`src/rtl/operand_collector_if.sv`:
```
// Operand collector port bundle.
// Producer valids/data in, collected operands and stall status out.
interface operand_collector_if #(
  parameter int NUM_SRC = 3,
  parameter int DATA_W  = 16,
  parameter int NS_W    = 8,
  parameter int CNT_W   = 8
);

  logic                      inst_valid;
  logic [NUM_SRC*NS_W-1:0]   src_dec;
  logic [NUM_SRC-1:0]        src_idx_lsb;

  logic [NUM_SRC-1:0]        interim_v;
  logic [NUM_SRC*DATA_W-1:0] interim_data;

  logic                      pe_neigh_v;
  logic                      pu_neigh_v;
  logic                      pe_bus_v;
  logic                      gb_bus_v;
  logic [DATA_W-1:0]         pe_neigh_data;
  logic [DATA_W-1:0]         pu_neigh_data;
  logic [DATA_W-1:0]         pe_bus_data;
  logic [DATA_W-1:0]         gb_bus_data;

  logic [NUM_SRC-1:0]        src_v_bram;
  logic [NUM_SRC*DATA_W-1:0] bram_data;

  logic [NUM_SRC-1:0]        op_v;
  logic [NUM_SRC*DATA_W-1:0] op_data;
  logic                      inst_fire;
  logic                      inst_stall;
  logic [CNT_W-1:0]          stall_cnt;
  logic                      timeout;

  modport master (
    output inst_valid,
    output src_dec,
    output src_idx_lsb,
    output interim_v,
    output interim_data,
    output pe_neigh_v,
    output pu_neigh_v,
    output pe_bus_v,
    output gb_bus_v,
    output pe_neigh_data,
    output pu_neigh_data,
    output pe_bus_data,
    output gb_bus_data,
    output src_v_bram,
    output bram_data,
    input  op_v,
    input  op_data,
    input  inst_fire,
    input  inst_stall,
    input  stall_cnt,
    input  timeout
  );

  modport slave (
    input  inst_valid,
    input  src_dec,
    input  src_idx_lsb,
    input  interim_v,
    input  interim_data,
    input  pe_neigh_v,
    input  pu_neigh_v,
    input  pe_bus_v,
    input  gb_bus_v,
    input  pe_neigh_data,
    input  pu_neigh_data,
    input  pe_bus_data,
    input  gb_bus_data,
    input  src_v_bram,
    input  bram_data,
    output op_v,
    output op_data,
    output inst_fire,
    output inst_stall,
    output stall_cnt,
    output timeout
  );

endinterface

```
`src/rtl/operand_collector.sv`:
```
// Operand collector: gathers per-source operands from several producers,
// holds early arrivals, fires when all are present, watches for stalls.
module operand_collector #(
  parameter int NUM_SRC     = 3,
  parameter int DATA_W      = 16,
  parameter int NS_W        = 8,
  parameter int NS_BUS      = 3,
  parameter int NS_NEIGHBOR = 4,
  parameter int NS_INTERIM  = 5,
  parameter int CNT_W       = 8,
  parameter int TIMEOUT     = 200
) (
  input logic               clk,
  input logic               reset,
  operand_collector_if.slave bus
);

  localparam logic [CNT_W-1:0] CNT_MAX = {CNT_W{1'b1}};

  logic [NUM_SRC-1:0][NS_W-1:0]   dec;
  logic [NUM_SRC-1:0][DATA_W-1:0] interim;
  logic [NUM_SRC-1:0][DATA_W-1:0] bram;

  logic [NUM_SRC-1:0]             req;
  logic [NUM_SRC-1:0]             arr;
  logic [NUM_SRC-1:0]             present;
  logic [NUM_SRC-1:0][DATA_W-1:0] live_data;

  logic [NUM_SRC-1:0]             held_q;
  logic [NUM_SRC-1:0]             held_d;
  logic [NUM_SRC-1:0][DATA_W-1:0] hold_data_q;
  logic [NUM_SRC-1:0][DATA_W-1:0] hold_data_d;

  logic [CNT_W-1:0]               stall_cnt_q;
  logic [CNT_W-1:0]               stall_cnt_d;
  logic                           timeout_q;
  logic                           timeout_d;

  logic                           fire;
  logic                           stall;
  logic [NUM_SRC-1:0]             op_v;
  logic [NUM_SRC-1:0][DATA_W-1:0] op_data;

  // Only three namespace bits matter; the rest of the decode is ignored.
  logic unused_dec;

  assign dec        = bus.src_dec;
  assign interim    = bus.interim_data;
  assign bram       = bus.bram_data;
  assign unused_dec = ^bus.src_dec;

  // Namespace decode: which sources need a producer and which one it is.
  always_comb begin
    req       = '0;
    arr       = '0;
    live_data = '0;
    for (int i = 0; i < NUM_SRC; i++) begin
      req[i] = dec[i][NS_BUS]
             | dec[i][NS_NEIGHBOR]
             | dec[i][NS_INTERIM];
      if (dec[i][NS_INTERIM]) begin
        arr[i]       = bus.interim_v[i];
        live_data[i] = interim[i];
      end else if (dec[i][NS_NEIGHBOR]) begin
        if (bus.src_idx_lsb[i]) begin
          arr[i]       = bus.pu_neigh_v;
          live_data[i] = bus.pu_neigh_data;
        end else begin
          arr[i]       = bus.pe_neigh_v;
          live_data[i] = bus.pe_neigh_data;
        end
      end else if (dec[i][NS_BUS]) begin
        if (bus.src_idx_lsb[i]) begin
          arr[i]       = bus.gb_bus_v;
          live_data[i] = bus.gb_bus_data;
        end else begin
          arr[i]       = bus.pe_bus_v;
          live_data[i] = bus.pe_bus_data;
        end
      end
    end
  end

  // Fire when every required source is either held or arriving now.
  always_comb begin
    present = held_q | (arr & {NUM_SRC{bus.inst_valid}});
    fire    = bus.inst_valid & (&(~req | present));
    stall   = bus.inst_valid & ~fire;
  end

  // Operand mux: held copy first, then live producer, then local memory.
  always_comb begin
    op_v    = '0;
    op_data = '0;
    for (int i = 0; i < NUM_SRC; i++) begin
      op_v[i] = bus.src_v_bram[i] | (req[i] & present[i]);
      if (held_q[i]) begin
        op_data[i] = hold_data_q[i];
      end else if (req[i]) begin
        op_data[i] = live_data[i];
      end else begin
        op_data[i] = bram[i];
      end
    end
  end

  // Capture first arrival while stalled; drop everything on fire or flush.
  always_comb begin
    held_d      = held_q;
    hold_data_d = hold_data_q;
    if (!bus.inst_valid || fire) begin
      held_d = '0;
    end else begin
      for (int i = 0; i < NUM_SRC; i++) begin
        if (arr[i] && req[i] && !held_q[i]) begin
          held_d[i]      = 1'b1;
          hold_data_d[i] = live_data[i];
        end
      end
    end
  end

  // Saturating stall counter; timeout tracks the count it is loaded with.
  always_comb begin
    stall_cnt_d = '0;
    timeout_d   = 1'b0;
    if (stall) begin
      if (stall_cnt_q == CNT_MAX) begin
        stall_cnt_d = CNT_MAX;
      end else begin
        stall_cnt_d = stall_cnt_q + CNT_W'(1);
      end
      timeout_d = (int'(stall_cnt_d) >= TIMEOUT);
    end
  end

  // State registers with synchronous reset.
  always_ff @(posedge clk) begin
    if (reset) begin
      held_q      <= '0;
      hold_data_q <= '0;
      stall_cnt_q <= '0;
      timeout_q   <= 1'b0;
    end else begin
      held_q      <= held_d;
      hold_data_q <= hold_data_d;
      stall_cnt_q <= stall_cnt_d;
      timeout_q   <= timeout_d;
    end
  end

  assign bus.op_v       = op_v;
  assign bus.op_data    = op_data;
  assign bus.inst_fire  = fire;
  assign bus.inst_stall = stall;
  assign bus.stall_cnt  = stall_cnt_q;
  assign bus.timeout    = timeout_q;

endmodule

```
`src/flat_wrapper.sv`:
```
// flat-port wrapper written by rule: the top's interface ports become plain ports
module operand_collector_flat 
#(
  parameter int NUM_SRC     = 3,
  parameter int DATA_W      = 16,
  parameter int NS_W        = 8,
  parameter int NS_BUS      = 3,
  parameter int NS_NEIGHBOR = 4,
  parameter int NS_INTERIM  = 5,
  parameter int CNT_W       = 8,
  parameter int TIMEOUT     = 200
)
  (clk, reset, bus_inst_valid, bus_src_dec, bus_src_idx_lsb, bus_interim_v, bus_interim_data, bus_pe_neigh_v, bus_pu_neigh_v, bus_pe_bus_v, bus_gb_bus_v, bus_pe_neigh_data, bus_pu_neigh_data, bus_pe_bus_data, bus_gb_bus_data, bus_src_v_bram, bus_bram_data, bus_op_v, bus_op_data, bus_inst_fire, bus_inst_stall, bus_stall_cnt, bus_timeout);
  operand_collector_if #(.NUM_SRC(NUM_SRC), .DATA_W(DATA_W), .NS_W(NS_W), .CNT_W(CNT_W)) bus_i ();
  input logic clk;
  input logic reset;
  input wire logic [$bits(bus_i.inst_valid)-1:0] bus_inst_valid;
  input wire logic [$bits(bus_i.src_dec)-1:0] bus_src_dec;
  input wire logic [$bits(bus_i.src_idx_lsb)-1:0] bus_src_idx_lsb;
  input wire logic [$bits(bus_i.interim_v)-1:0] bus_interim_v;
  input wire logic [$bits(bus_i.interim_data)-1:0] bus_interim_data;
  input wire logic [$bits(bus_i.pe_neigh_v)-1:0] bus_pe_neigh_v;
  input wire logic [$bits(bus_i.pu_neigh_v)-1:0] bus_pu_neigh_v;
  input wire logic [$bits(bus_i.pe_bus_v)-1:0] bus_pe_bus_v;
  input wire logic [$bits(bus_i.gb_bus_v)-1:0] bus_gb_bus_v;
  input wire logic [$bits(bus_i.pe_neigh_data)-1:0] bus_pe_neigh_data;
  input wire logic [$bits(bus_i.pu_neigh_data)-1:0] bus_pu_neigh_data;
  input wire logic [$bits(bus_i.pe_bus_data)-1:0] bus_pe_bus_data;
  input wire logic [$bits(bus_i.gb_bus_data)-1:0] bus_gb_bus_data;
  input wire logic [$bits(bus_i.src_v_bram)-1:0] bus_src_v_bram;
  input wire logic [$bits(bus_i.bram_data)-1:0] bus_bram_data;
  output wire logic [$bits(bus_i.op_v)-1:0] bus_op_v;
  output wire logic [$bits(bus_i.op_data)-1:0] bus_op_data;
  output wire logic [$bits(bus_i.inst_fire)-1:0] bus_inst_fire;
  output wire logic [$bits(bus_i.inst_stall)-1:0] bus_inst_stall;
  output wire logic [$bits(bus_i.stall_cnt)-1:0] bus_stall_cnt;
  output wire logic [$bits(bus_i.timeout)-1:0] bus_timeout;
  assign bus_i.inst_valid = bus_inst_valid;
  assign bus_i.src_dec = bus_src_dec;
  assign bus_i.src_idx_lsb = bus_src_idx_lsb;
  assign bus_i.interim_v = bus_interim_v;
  assign bus_i.interim_data = bus_interim_data;
  assign bus_i.pe_neigh_v = bus_pe_neigh_v;
  assign bus_i.pu_neigh_v = bus_pu_neigh_v;
  assign bus_i.pe_bus_v = bus_pe_bus_v;
  assign bus_i.gb_bus_v = bus_gb_bus_v;
  assign bus_i.pe_neigh_data = bus_pe_neigh_data;
  assign bus_i.pu_neigh_data = bus_pu_neigh_data;
  assign bus_i.pe_bus_data = bus_pe_bus_data;
  assign bus_i.gb_bus_data = bus_gb_bus_data;
  assign bus_i.src_v_bram = bus_src_v_bram;
  assign bus_i.bram_data = bus_bram_data;
  assign bus_op_v = bus_i.op_v;
  assign bus_op_data = bus_i.op_data;
  assign bus_inst_fire = bus_i.inst_fire;
  assign bus_inst_stall = bus_i.inst_stall;
  assign bus_stall_cnt = bus_i.stall_cnt;
  assign bus_timeout = bus_i.timeout;
  operand_collector #(.NUM_SRC(NUM_SRC), .DATA_W(DATA_W), .NS_W(NS_W), .NS_BUS(NS_BUS), .NS_NEIGHBOR(NS_NEIGHBOR), .NS_INTERIM(NS_INTERIM), .CNT_W(CNT_W), .TIMEOUT(TIMEOUT)) u_core (.clk(clk), .reset(reset), .bus(bus_i));
endmodule
```
`config.mk`:
```
export PLATFORM = sky130hd
export DESIGN_NAME = operand_collector_flat
export DESIGN_NICKNAME = d
export VERILOG_FILES = /design/src/rtl/operand_collector_if.sv /design/src/rtl/operand_collector.sv /design/src/flat_wrapper.sv
export SDC_FILE = /design/constraint.sdc
export NUM_CORES = 1
export LEC_CHECK = 0
export BUFFER_PORTS_ARGS = -buffer_cell sky130_fd_sc_hd__buf_2
export CORE_MARGIN = 3
export CORE_UTILIZATION = 28
export CTS_BUF_LIST = sky130_fd_sc_hd__clkbuf_4
export DETAILED_ROUTE_END_ITERATION = 10
export GPL_TIMING_DRIVEN = 0
export PLACE_DENSITY = 0.48
export SYNTH_ARGS = -nofsm -noshare
export SYNTH_HDL_FRONTEND = slang
export SYNTH_SLANG_ARGS = --single-unit
export TNS_END_PERCENT = 10
```
`constraint.sdc`:
```
create_clock -name clk -period 2.83 [get_ports clk]
set_input_delay 0.283 -clock clk [delete_from_list [all_inputs] [get_ports clk]]
set_output_delay 0.283 -clock clk [all_outputs]
set_load 0.01 [all_outputs]
```
* Word level (Yosys, flattened, before mapping)
Cells that the tools add are included.
** Operators by class
- Add/sub/neg operators :: 1
- $mul :: 0
- Div/mod/pow operators :: 0
- $lt $le $gt $ge :: 1
- Eq/ne operators :: 1
- Shift operators :: 0
- Multiplexer cells :: 38
- Bitwise logic cells :: 21
- Reduce and logical (&&, ||, !) cells :: 17
** Operators with widths (count)
- $mux W16 :: 21
- $mux W8 :: 2
- $mux W1 :: 15
- $or A1 B1 Y1 :: 9
- $add A8 B1 Y8 const B :: 1
- $eq A8 B8 Y1 const B :: 1
- $ge A8 B8 Y1 const B :: 1
- $logic_and A1 B1 Y1 :: 6
- $or A3 B3 Y3 :: 2
- $reduce_and A2 Y1 :: 3
- $and A1 B1 Y1 :: 5
- $logic_not A1 Y1 :: 4
- $reduce_or A2 Y1 :: 2
- $and A3 B3 Y3 :: 1
- $not A1 Y1 :: 3
- $not A3 Y3 :: 1
- $reduce_and A3 Y1 :: 1
- $logic_or A1 B1 Y1 :: 1
** Word-level totals
- Register bits :: 60
- Latch bits :: 0
- Bits in writable memories :: 0
- ROM bits :: 0
- Input bits :: 200
- Output and inout port bits :: 62
- Memories kept :: 0

* Depth between registers and ports, before layout
- Depth after elaboration :: 13
- Depth in mapped cells :: 8
- Depth with buffers taken out :: 6

* Least setup slack after synthesis
No wires, ideal clock.
- Kind :: input port to flip-flop
- Start point :: in bus_src_idx_lsb[2]
- End point :: reg u_core.hold_data_q[0] (netlist name)
- Setup time :: 0.072 ns
- Data arrival time :: 2.125 ns
- Slack :: 0.633 ns
- Cell stages on the path :: 7
- Buffers on the path :: 2
- Cells stage by stage :: clkbuf_1 mux2i_1 o32a_1 nand2_1 a2111oi_4 buf_6 mux2i_1
** Between the ends
- Cells in the longest elaborated chain, start to end :: 12
- Elaborated cells between the ends (all ways) :: 13
- Classes of those cells :: mux (5); bitwise (5); reduce/logical (3)
** Ends and longest elaborated chain
- start: declaration :: RTL line flat_wrapper.sv:19 : input wire logic [$bits(bus_i.src_idx_lsb)-1:0] bus_src_idx_lsb;
- $mux W1 :: RTL line operand_collector.sv:73 : if (bus.src_idx_lsb[i]) begin
- $mux W1 :: RTL line operand_collector.sv:72 : end else if (dec[i][NS_BUS]) begin
- $mux W1 * :: RTL line operand_collector.sv:64 : end else if (dec[i][NS_NEIGHBOR]) begin
- $mux W1 * :: RTL line operand_collector.sv:61 : if (dec[i][NS_INTERIM]) begin
- $and A3 B3 Y3 * :: RTL line operand_collector.sv:86 : present = held_q | (arr & {NUM_SRC{bus.inst_valid}});
- $or A3 B3 Y3 * :: RTL line operand_collector.sv:86
- $or A3 B3 Y3 * :: RTL line operand_collector.sv:87 : fire = bus.inst_valid & (&(~req | present));
- $reduce_and A3 Y1 * :: RTL line operand_collector.sv:87
- $and A1 B1 Y1 * :: RTL line operand_collector.sv:87
- $logic_or A1 B1 Y1 * :: RTL line operand_collector.sv:111 : if (!bus.inst_valid || fire) begin
- $not A1 Y1 (no source line) *
- $reduce_and A2 Y1 (no source line) *
- end signal: assignment :: RTL line operand_collector.sv:146 : hold_data_q <= hold_data_d;
- end: declaration :: RTL line operand_collector.sv:31 : logic [NUM_SRC-1:0][DATA_W-1:0] hold_data_q;
Every way passes the cells marked *; elsewhere a longest branch is shown, timed or not.
A chain may end at the register's enable or synchronous reset.

* Final worst setup path
- Start point :: in bus_src_idx_lsb[2]
- End point :: out bus_op_data[36]
** Between the ends
- Cells in the longest elaborated chain, start to end :: 6
- Elaborated cells between the ends (all ways) :: 7
- Classes of those cells :: mux (7)
** Ends and longest elaborated chain
- $mux W16 :: RTL line operand_collector.sv:73
- $mux W16 :: RTL line operand_collector.sv:72
- $mux W16 * :: RTL line operand_collector.sv:64
- $mux W16 * :: RTL line operand_collector.sv:61
- $mux W16 * :: RTL line operand_collector.sv:99 : end else if (req[i]) begin
- $mux W16 * :: RTL line operand_collector.sv:97 : if (held_q[i]) begin
- end: declaration :: RTL line flat_wrapper.sv:33 : output wire logic [$bits(bus_i.op_data)-1:0] bus_op_data;
Marks and branches as above.

==> flow_summary.rst <==
.. list-table::
   :header-rows: 1

   * - Metric
     - Value
   * - Status
     - complete, no violations
   * - CP max-delay cell
     - clkbuf_1
   * - WL final
     - 24300 um
   * - Die Span X
     - 149 um
   * - Total number of clock tree sinks
     - 60
   * - Mapped Nets
     - 941
   * - Number of placed I/O pins
     - 262
   * - Count of final setup violators
     - 0
   * - Vias
     - 6269
   * - Worst hold path cell count
     - 5
   * - Max Fclk
     - 0.373 GHz
   * - Multiplexer share of the synthesized area
     - 30.3%
   * - Area of the die
     - 22300 um^2
   * - Filler cell count
     - roughly 2200
   * - Count of hold-fix buffers inserted at cts
     - 0
   * - Number of clock buffers inserted by TritonCTS
     - 9
   * - Gate Count Post-Synth
     - 740
   * - Combinational family with the most area after synthesis
     - multiplexers
   * - Number of warnings issued by yosys
     - 0
   * - Setup fix buffers added after clock tree synthesis
     - 0
   * - Area of combinational cells with multiple inputs
     - 4260 um^2
   * - Vias in the first global route
     - 6206
   * - Tcrit/Tclk final
     - 94.8%
   * - P per Cell Area
     - approximately 330 nW/um^2
   * - Post-layout net count
     - 1192
   * - Die Height
     - 149 um
   * - Cell area after synthesis
     - 5740 um^2
   * - Number of nets still failing antenna checks after routing
     - 0
   * - H-Tree Level Count
     - 3
   * - Starting Density
     - 29.0%
   * - Insertion delay to the later sink of the worst-skew pair
     - around 450 ps
   * - Simple-gate portion of the synthesized area
     - 20.5%
   * - Number of enable flip-flop cells after synthesis
     - 0
   * - Required time of the critical path
     - 2550 ps
   * - Peak fanout along the critical path
     - 10
   * - Synthesized-area fraction occupied by xor and xnor cells
     - less than 1%
   * - Critical Path Most Common Cell
     - clkbuf_1
   * - IO buf count
     - 239
   * - M2 GR Usage
     - 34.1%
   * - Largest stage delay on the critical path
     - 670 ps
   * - CP cell instances
     - clkbuf_1 -> clkbuf_1 -> mux2i_1 -> o22ai_1 -> mux2_2 -> a21oi_1 -> o21ai_0 -> buf_2
   * - Startpoint type of the worst setup path
     - input port
   * - Area fraction in compound gates after synthesis
     - 22.5%
   * - First-pass GRT wire length
     - 35200 um
   * - DPL Wire Length
     - 20000 um
   * - Highest-count cells in the layout ignoring fill and taps
     - buf_2, nand2b_1, nand2_1, mux2i_1, o21ai_0
   * - Total design power
     - 0.00245 W
   * - Tightest Pin Transition
     - 824 ps
   * - Setup crit end kind
     - output pin
   * - GRT Total Usage
     - about a fifth
   * - Hold slack final
     - 252 ps
   * - Busiest layer in global routing
     - met2
   * - Worst Clk Skew
     - 11.3 ps
   * - Leading cell type in the layout, fill and taps excluded
     - buf_2
   * - Critical Path AT
     - ~2400 ps
   * - Clock transition at the register clock pins on the worst setup and hold paths after CTS
     - 90 ps
   * - CTS tree
     - done
   * - Min Clock Period, post-route
     - 2680 ps
   * - Async S/R FF share, synth
     - 0%
   * - Mean instance size in the synthesized netlist
     - 7.76 um^2
   * - Global-route met3 utilization
     - 4.59%
   * - DR WL/cell
     - 19.1 um
   * - Weighted congestion at the end of routability-driven global placement
     - 0.833
   * - Leakage dissipation
     - 3.07 nW
   * - Total iterations of the first detailed-routing run
     - 4
   * - Sequential Area
     - 1200 um^2
   * - Met1 Use GR
     - 27.4%
   * - Core Box Area
     - ~20000 um^2
   * - Worst max-slew margin expressed relative to the limit
     - between 40% and 50%
   * - Worst-case clock buffer depth
     - 2
   * - Unique cell type count in the Yosys netlist
     - 52
   * - RSZ-0062 raised after global routing
     - yes
   * - Type of the tightest min-delay check
     - input port to flop
   * - Total congestion overflow after global routing
     - 0
   * - Maximum number of pins on one net before global-route repair
     - 11
   * - Share of post-route cells with drive strength above 1
     - 35.4%
   * - Std cell rows
     - 51
   * - Area Overhead vs Synth
     - 29.2%
   * - Antenna violations before repair
     - 10
   * - Worst supply voltage drop on vdd
     - 200 uV
   * - Portion of the post-synthesis area used by sequential elements
     - 20.9%
   * - Cell count of the worst reg-to-reg path
     - 7
   * - Classification of the worst setup path
     - input port to output pin
   * - CTS Root Cell
     - clkbuf_4
   * - Remaining design rule violation count
     - 0
   * - Number of DRC markers after the initial detailed-route iteration
     - ~270
   * - Count of pins over their slew limit
     - 0
   * - Number of hold-slack violations in the final timing report
     - 0
   * - Resized cells post-CTS
     - 1
   * - Most common flop cell mapped by yosys
     - dfxtp_1
   * - Post-synthesis share of cell area spent on full adders, half adders and majority gates
     - 0.218%
   * - Average via count per standard cell
     - 4.94
   * - Number of maximum-capacitance violations
     - 0
   * - Number of flip-flops and latches in the synthesized netlist
     - 60
==> sequential cells by signal, summed over array words and instances (netlist names) <==
name                  cells
u_core.hold_data_q       48
u_core.bus.stall_cnt      8
u_core.held_q             3
u_core.bus.timeout        1
==> Yosys cell counts, drive strengths merged (2+ instances only) <==
cell type | instances | area share (%)
a211oi | 3 | 0.39
mux2i | 87 | 15
nand2b | 100 | 11
o211a | 2 | 0.35
o21ai | 80 | 7.0
a22oi | 31 | 4.1
o221ai | 2 | 0.41
nor2 | 7 | 0.46
nand4 | 4 | 0.44
dfxtp | 60 | 21
nand3 | 3 | 0.26
o21bai | 2 | 0.26
nand2 | 94 | 6.1
xnor2 | 2 | 0.31
clkbuf | 47 | 3.1
nor2b | 4 | 0.44
and3 | 2 | 0.22
nor3 | 6 | 0.61
mux2 | 77 | 15
a21oi | 62 | 5.5
buf | 19 | 1.7
a211o | 4 | 0.76
or3b | 2 | 0.31
o31ai | 2 | 0.26
inv | 4 | 0.26
o22ai | 17 | 1.9
==> metrics by stage <==
stage          utilization, %  TNS [ps]  std cells  cell area, um^2  setup WS, ps
6_report                 37.5         0       1269             7420           148
2_1_floorplan               -         0        740             5740           633
4_1_cts                  37.4         0       1261             7390           123
3_5_place_dp             36.8     -1110       1245             7270          -189
3_3_place_gp             36.7      -956       1244             7270          -173
5_1_grt                  37.5         0       1268             7420          6.71
==> worst paths after layout <==
path                            endpoint                    from  slack (ps)
setup / recovery         bus_op_data[36]      bus_src_idx_lsb[2]         150
hold / removal          u_core.held_q[1]        bus_interim_v[1]         250
setup reg to reg   u_core.hold_data_q[6]        u_core.held_q[2]         330
hold reg to reg   u_core.hold_data_q[11]  u_core.hold_data_q[11]         480
==> final cells by class <==
cell class | count | share of cell area (%)
inverters | 5 | 0.253
diodes | 8 | 0.270
multi-input cells | 609 | 57.4
clock buffers | 13 | 1.32
clock inverters | 3 | 0.186
plain buffers | 66 | 3.74
well taps | 265 | 4.47
repair buffers | 240 | 16.2
flip-flops and latches | 60 | 16.2
==> power by group <==
part           leakage [nW]  internal, W  switching (W)
Sequential            0.487     0.000884      0.0000209
Combinational          2.51     0.000446       0.000553
Clock                0.0692     0.000215       0.000330
Total                  3.07      0.00154       0.000904
==> worst max-delay path: cells and delay by family <==
kind | cells | cell delay (ps)
buffers and inverters | 3 | 1130
muxes | 2 | 610
AOI/OAI and AO/OA | 3 | 360
==> layer usage <==
| layer | wire length (um) | vias to the layer above |
|---|---|---|
| met4 | 520 | 6 |
| li1 | - | 3172 |
| met2 | 11500 | 190 |
| met5 | 28 | - |
| met3 | 1410 | 27 |
| met1 | 10900 | 2874 |
==> cells by family (layout without fill, tap and decap cells) <==
| family | count (synthesis) | after routing |
|---|---|---|
| flip-flops | 60 | 60 |
| AO/OA/AOI/OAI | 213 | 213 |
| XOR/XNOR | 3 | 3 |
| other | 0 | 8 |
| multiplexers | 164 | 164 |
| AND/OR/NAND/NOR | 228 | 228 |
| buffers and inverters | 71 | 327 |
| adder cells (fa/ha/maj) | 1 | 1 |
(Power assumes the default switching activity.)
